**src/rtl/uart_cmd_matcher.sv**
```systemverilog
// uart_cmd_matcher: keyword detector on the UART RX byte stream.
// Each keyword has its own match index running in parallel; a completed keyword
// followed by TERM_CHAR produces a registered toggle, pulse and encoded ID.
module uart_cmd_matcher #(
   parameter int unsigned                    NUM_CMD     = 2,
   parameter int unsigned                    MAX_LEN     = 4,
   parameter logic [NUM_CMD*MAX_LEN*8-1:0]   KEYWORDS    = 64'h706F7473_00006B6F,
   parameter logic [NUM_CMD*8-1:0]           KW_LEN      = 16'h0402,
   parameter logic [7:0]                     TERM_CHAR   = 8'd13,
   parameter bit                             CASE_INSENS = 1'b0,
   parameter int unsigned                    TIMEOUT_CYC = 50_000_000
) (
   input  logic               Clk50M,
   input  logic               RstN,
   input  logic [7:0]         RData,
   input  logic               DVPulse,
   output logic [NUM_CMD-1:0] CmdTog,
   output logic [NUM_CMD-1:0] CmdPulse,
   output logic               CmdValid,
   output logic [2:0]         CmdId
);

   localparam int unsigned IW  = $clog2(MAX_LEN + 1);
   localparam int unsigned CW  = 32;
   localparam logic [CW-1:0] TMO = CW'(TIMEOUT_CYC);

   // Fold upper-case ASCII to lower-case when case-insensitive matching is enabled
   function automatic logic [7:0] fold(input logic [7:0] b);
      if (CASE_INSENS && (b >= 8'h41) && (b <= 8'h5A)) begin
         return b | 8'h20;
      end
      return b;
   endfunction

   logic [IW-1:0]      idx     [NUM_CMD];
   logic [IW-1:0]      idx_nxt [NUM_CMD];
   logic [NUM_CMD-1:0] match;
   logic [2:0]         id_enc;
   logic               id_found;
   logic [CW-1:0]      tmo_cnt;
   logic               tmo_hit;
   logic [7:0]         c;
   logic [IW-1:0]      len_i;
   logic [7:0]         kw_cur;
   logic [7:0]         kw_first;

   assign c = fold(RData);

   // Partial matches expire when the idle count is about to reach the limit
   always_comb begin
      tmo_hit = 1'b0;
      if ((TMO != '0) && !DVPulse && ((tmo_cnt + CW'(1)) >= TMO)) begin
         tmo_hit = 1'b1;
      end
   end

   // Per-keyword index advance, terminator detection and restart
   always_comb begin
      idx_nxt  = idx;
      match    = '0;
      len_i    = '0;
      kw_cur   = '0;
      kw_first = '0;
      for (int unsigned i = 0; i < NUM_CMD; i++) begin
         len_i    = IW'(KW_LEN[i*8 +: 8]);
         kw_first = fold(KEYWORDS[(i*MAX_LEN)*8 +: 8]);
         kw_cur   = '0;
         for (int unsigned j = 0; j < MAX_LEN; j++) begin
            if (idx[i] == IW'(j)) begin
               kw_cur = fold(KEYWORDS[(i*MAX_LEN + j)*8 +: 8]);
            end
         end
         if (len_i == '0) begin
            idx_nxt[i] = '0;
         end else if (DVPulse) begin
            if ((idx[i] < len_i) && (c == kw_cur)) begin
               idx_nxt[i] = idx[i] + IW'(1);
            end else if ((idx[i] == len_i) && (RData == TERM_CHAR)) begin
               match[i]   = 1'b1;
               idx_nxt[i] = '0;
            end else begin
               idx_nxt[i] = (c == kw_first) ? IW'(1) : '0;
            end
         end else if (tmo_hit) begin
            idx_nxt[i] = '0;
         end
      end
   end

   // Lowest matching keyword index
   always_comb begin
      id_enc   = '0;
      id_found = 1'b0;
      for (int unsigned i = 0; i < NUM_CMD; i++) begin
         if (match[i] && !id_found) begin
            id_enc   = 3'(i);
            id_found = 1'b1;
         end
      end
   end

   // Idle counter: cleared by every byte strobe, saturates at the limit
   always_ff @(posedge Clk50M) begin
      if (!RstN) begin
         tmo_cnt <= '0;
      end else if (DVPulse) begin
         tmo_cnt <= '0;
      end else if (tmo_cnt < TMO) begin
         tmo_cnt <= tmo_cnt + CW'(1);
      end
   end

   // Match index registers
   always_ff @(posedge Clk50M) begin
      if (!RstN) begin
         for (int unsigned i = 0; i < NUM_CMD; i++) begin
            idx[i] <= '0;
         end
      end else begin
         for (int unsigned i = 0; i < NUM_CMD; i++) begin
            idx[i] <= idx_nxt[i];
         end
      end
   end

   // Registered match reporting; CmdId holds between matches
   always_ff @(posedge Clk50M) begin
      if (!RstN) begin
         CmdTog   <= '0;
         CmdPulse <= '0;
         CmdValid <= 1'b0;
         CmdId    <= '0;
      end else begin
         CmdTog   <= CmdTog ^ match;
         CmdPulse <= match;
         CmdValid <= |match;
         if (|match) begin
            CmdId <= id_enc;
         end
      end
   end

endmodule

```
**config.mk**
```make
export PLATFORM = sky130hd
export DESIGN_NAME = uart_cmd_matcher
export DESIGN_NICKNAME = d
export VERILOG_FILES = /design/src/rtl/uart_cmd_matcher.sv
export SDC_FILE = /design/constraint.sdc
export NUM_CORES = 1
export LEC_CHECK = 0
export ABC_AREA = 1
export BUFFER_PORTS_ARGS = -buffer_cell sky130_fd_sc_hd__buf_4
export CAP_MARGIN = 15
export CORE_ASPECT_RATIO = 1.75
export CORE_MARGIN = 8
export CORE_UTILIZATION = 36
export CTS_BUF_LIST = sky130_fd_sc_hd__clkbuf_8 sky130_fd_sc_hd__clkbuf_16
export DETAILED_ROUTE_END_ITERATION = 10
export PLACE_DENSITY = 0.59
export SLEW_MARGIN = 10
export SYNTH_ARGS = -nofsm -noshare
export SYNTH_HDL_FRONTEND = slang
export SYNTH_SLANG_ARGS = --single-unit
```
**constraint.sdc**
```tcl
create_clock -name Clk50M -period 1.6 [get_ports Clk50M]
set_input_delay 0.32 -clock Clk50M [delete_from_list [all_inputs] [get_ports Clk50M]]
set_output_delay 0.32 -clock Clk50M [all_outputs]
set_load 0.03 [all_outputs]
```
# --- Yosys cells after proc, flatten, opt, wreduce, memory -nomap -nowiden ---
# Cells that the tools add are included.
totals:
  mem_bits_ro: 0
  register_bits: 46
  mem_bits_rw: 0
  wordCells: 67
  mem_count: 0
  output_inout_bits: 8
  latchBits: 0
classes:
  n_bitwise: 2
  mul: 0
  eq_ne: 12
  n_mux: 26
  n_lt_le_gt_ge: 4
  shifts: 0
  addsub: 3
  div: 0
  n_reduce_logical: 13
ops:
  columns: ["cell", "n"]
  rows:
  - ["2-to-1 mux 8 bit", 6]
  - ["adder 32 x 1 -> 32 bit, second input constant", 1]
  - [">= comparator 32 x 26 -> 1 bit, second input constant", 1]
  - ["less-than comparator 32 x 26 -> 1 bit, second input constant", 1]
  - ["equality test 8 x 7 -> 1 bit, second input constant", 2]
  - ["equality test 8 bit", 2]
  - ["2-to-1 mux 3 bit", 5]
  - ["2-to-1 mux 7 bit", 2]
  - ["2-to-1 mux 1 bit", 13]
  - ["equality test 3 x 2 -> 1 bit, second input constant", 4]
  - ["equality test 8 x 4 -> 1 bit, second input constant", 1]
  - ["adder 3 x 1 -> 3 bit, second input constant", 2]
  - ["equality test 3 x 1 -> 1 bit, second input constant", 2]
  - ["logical AND 1 bit", 6]
  - ["logical NOT 3 bit", 2]
  - ["OR reduction 2 bit", 2]
  - ["equality test 3 bit, second input constant", 1]
  - ["less-than comparator 3 x 2 -> 1 bit, second input constant", 1]
  - ["less-than comparator 3 bit, second input constant", 1]
  - ["logical NOT 1 bit", 2]
  - ["nonzero test 2 bit", 1]
  - ["bitwise XOR 2 bit", 1]
  - ["inverter 1 bit", 1]

# --- Longest topological paths before layout ---
depth:
  ltp_word: 13
  depth_mapped: 15

# --- Worst setup path before layout ---
# Ideal clock, no wire load.
synth_timing:
  kind: "flip-flop to flip-flop"
  startpoint: "reg tmo_cnt[1]"
  endpoint: "reg idx[0] in the netlist's numbering"
  synth_period_minus_slack_ps: 1740
  required_ps: 1468
  path_stages_with_launch: 15
  t_arrival_ps: 1608
  slack_ps: -140
  path_cell_list: "dfxtp_1 ha_1 inv_1 nor2_8 nand2_4 o21ai_0 nand2_1 nor2_1 nand2_1 nor2_1 nand2_1 nand2_1 nand2_2 nand3_1 a21oi_1"
synth_via:
  elab_chain_len: 5
synth_lines:
  columns: ["item", "line_no", "source"]
  rows:
  - ["start: declaration", "40", "logic [CW-1:0] tmo_cnt;"]
  - ["start signal: assignment", "109", "tmo_cnt <= tmo_cnt + CW'(1);"]
  - ["adder 32 x 1 -> 32 bit", "52", "if ((TMO != '0) && !DVPulse && ((tmo_cnt + CW'(1)) >= TMO)) begin"]
  - [">= comparator 32 x 26 -> 1 bit", "52", null]
  - ["logical AND 1 bit", "52", null]
  - ["2-to-1 mux 1 bit", "52", null]
  - ["nonzero test 2 bit (no source line)", null, null]
  - ["end signal: indexed assignment", "121", "idx[i] <= idx_nxt[i];"]
  - ["end: declaration", "35", "logic [IW-1:0] idx [NUM_CMD];"]
# No other way between the ends.
# A chain may end at the register's enable or synchronous reset.

# --- Final worst setup path ---
layout_timing:
  startpoint: "reg tmo_cnt[1]"
  endpoint: "reg idx[5] in the netlist's numbering"
# Same word-level chain as after synthesis.

==> results.md <==
* Status: finished, violations left
* Failing checks: negative setup slack
* Hold Crit Class: primary input to register
* Vias post-DR at between 3k and 4k
* H-tree Lvls at 2
* Gpl congestion at approximately 0.95
* Synth Area per Inst at roughly 6.5 sq um
* CTS tree: built
* Clock sinks at 44
* Largest net degree at the start of global routing at 23
* Initial antenna violation count at 0
* Final setup vio count at 32
* Worst-path clk slew at 0.07 ns
* Hold buffers post-CTS at 0
* TNS Setup at -7.27 ns
* Clock Skew at 0.00474 ns
* Critical Path AT at between 2 and 2.5 ns
* FP Rows at 45
* Global-route wire length before repair at between 15 and 20 mm
* Sequential area share after synthesis at around 28%
* Final period utilization at 123%
* Pwr/cell area at ~500 nW/um^2
* Layout area overhead at 58.3%
* Post-Syn Area at 3170 sq um
* Ratio of cells with drive above 1 in the final layout at roughly 47%
* Die area at roughly 12,000 sq um
* Drt pass-1 iters at 5
* FFs w/ async S/R, synth at 0%
* Delay of the slowest critical-path stage at roughly 0.38 ns
* Final net count at approximately 650
* Most common cell in the netlist: nand2_1
* Yosys top cell area share at roughly 28%
* # diodes at 0
* Die Wd at 86.9 um
* Drc violations at 0
* Worst path slowest cell: dfxtp_4
* Top Ports at 19
* Die Span Y at between 100 and 150 um
* Post-Syn Instances at approximately 490
* PnR worst setup slack at -0.362 ns
* Commonest cells in the netlist: nand2_1 (113), inv_1 (63), nor2_1 (62), dfxtp_1 (44), nand3_1 (31)
* Clock latency on the worst-skew pair at about 0.30 ns
* Total Routing Usage GR at a little under a fifth
* Routed WL at ~12 mm
* CTS root buffer: clkbuf_16
* RSZ-0062 raised after global routing: true
* CP Class: register to register
* Clock Tree Buf Depth at 2
* Initial Util at a little under two fifths
* ANT nets after route at 0
* Pre-CTS setup slack at -0.382 ns
* Initial DRC count at around 190
* Total chip power at approximately 2.5 mW
* Warning count from the yosys run at 0
* Vias in the first global route at around 3.8k
* Yosys top cell by area: dfxtp_1
* EDFF count, synth at 0
* CP max FO at 6
* Hpwl dp at between 8 and 9 mm
* Cts bufs inserted at 5
* Worst hold margin at between 0.3 and 0.4 ns
* Final hold viol count at 0
* Largest cells by area after synthesis: dfxtp_1 (28%), nand2_1 (13%), inv_1 (7.5%), nor2_1 (7.3%), nand3_1 (4.9%)
* Wirelength per Cell at between 15 and 20 um
* Netlist cell types at 39
* Minimum clock period at 1.96 ns
* Worst path required time at about 1.8 ns
* Placed cell count at ~700
* Final non-filler cell total at approximately 740
* Max-slew violations at 0
* Post-synth top flop: dfxtp_1
* CP Launch Type: register
* Design area at 5020 sq um
* Crit. End Element: register
* Area of the core at 8610 sq um
* Crit-path cells: ha_4 -> inv_4 -> nor2_8 -> nand2_8 -> nor2_8 -> nand4_2 -> nand2_2 -> inv_2 -> nand2_2 -> nand3_2 -> nor2_4 -> nand3_1 -> a21oi_2
* Worst VDD drop at between 600 and 700 uV
* Leak at ~2.3 nW
* Post-synthesis register bit count at 44
* Max frequency at 510 MHz
* Max capacitance violation total at 0
* Placed cell area at about 4200 sq um
* Vias per inst at 5.12
* IO Port Bufs at 16
* Gr ovfl total at 0
* Final Util at approximately three fifths
[layer usage]
metal	wire (um)	up-vias	global-route usage, %
met5	0	-	0
met4	785	0	13.4
met1	3960	1764	17.3
li1	-	1846	-
met3	466	59	3.28
met2	6590	122	35.9
[power by group]
part | internal [mW] | total [mW] | leakage (nW) | switching, mW
Combinational | 0.0642 | 0.158 | 1.81 | 0.0939
Sequential | 1.09 | 1.09 | 0.370 | 0.00411
Clock | 0.743 | 1.24 | 0.0804 | 0.492
[worst max-delay path: cells and delay by family, from the launching register on]
| family | cells | cell delay, ns |
|---|---|---|
| and+or+nand+nor | 9 | 1.14 |
| DFF | 1 | 0.38 |
| adders and majority gates | 1 | 0.15 |
| AOI/OAI and AO/OA | 1 | 0.12 |
| buffers and inverters | 2 | 0.08 |
[cell type report]
type,count,area (sq um)
multi-input cells,367,2330
flip-flops and latches,44,928
repair buffers,134,1150
fillers,820,3600
clock buffers,5,125
inverters,70,275
clock inverters,3,46.3
well taps,117,146
repair inverters,1,8.76
[registers in the layout (all words and copies together) (netlist names)]
register / count
CmdTog: 2
tmo_cnt: 32
CmdValid: 1
idx: 6
CmdPulse: 2
CmdId: 1
[timing repair]
item	in CTS	in global routing
buffers inserted	6	12
pin swaps	12	32
gates cloned	4	1
endpoints found under the setup margin	33	34
endpoints found under the hold margin	0	0
resized for setup	84	78
[placed cells by master, fill, tap and decap left out, types with 8 or more instances in the layout]
cell     Yosys  layout
a21oi_1     25      12
a21oi_2      0      13
buf_4        3     116
buf_6        1      10
dfxtp_1     44      16
dfxtp_2      0      23
ha_1        11      10
inv_1       63      58
inv_2        5       8
nand2_1    113      98
nand2_2     13      24
nand3_1     31      26
nand3_2      6       9
nand4_1     11      11
nor2_1      62      51
nor2_2       8      11
nor2_4       7      15
o21ai_1      2       9
o21ai_2      0      15
[logic make-up after synthesis]
family          Yosys count  share of synthesized area [%]
xor+xnor                  8                           2.21
flops                    44                           27.8
compound gates           78                           13.9
fa+ha+maj                11                           4.34
simple gates            268                           41.6
other cells               1                          0.118
buf+inv                  79                           10.0
[worst paths after layout]
path | end | start | depth (start not counted) | slack (ns)
worst min register to register | tmo_cnt[27] | tmo_cnt[27] | 2 | 0.47
worst max-delay path | idx[5] | tmo_cnt[1] | 13 | -0.36
worst max register to register | idx[5] | tmo_cnt[1] | 13 | -0.36
worst min-delay path | CmdPulse[0] | RstN | 3 | 0.33
(Power assumes the default switching activity.)
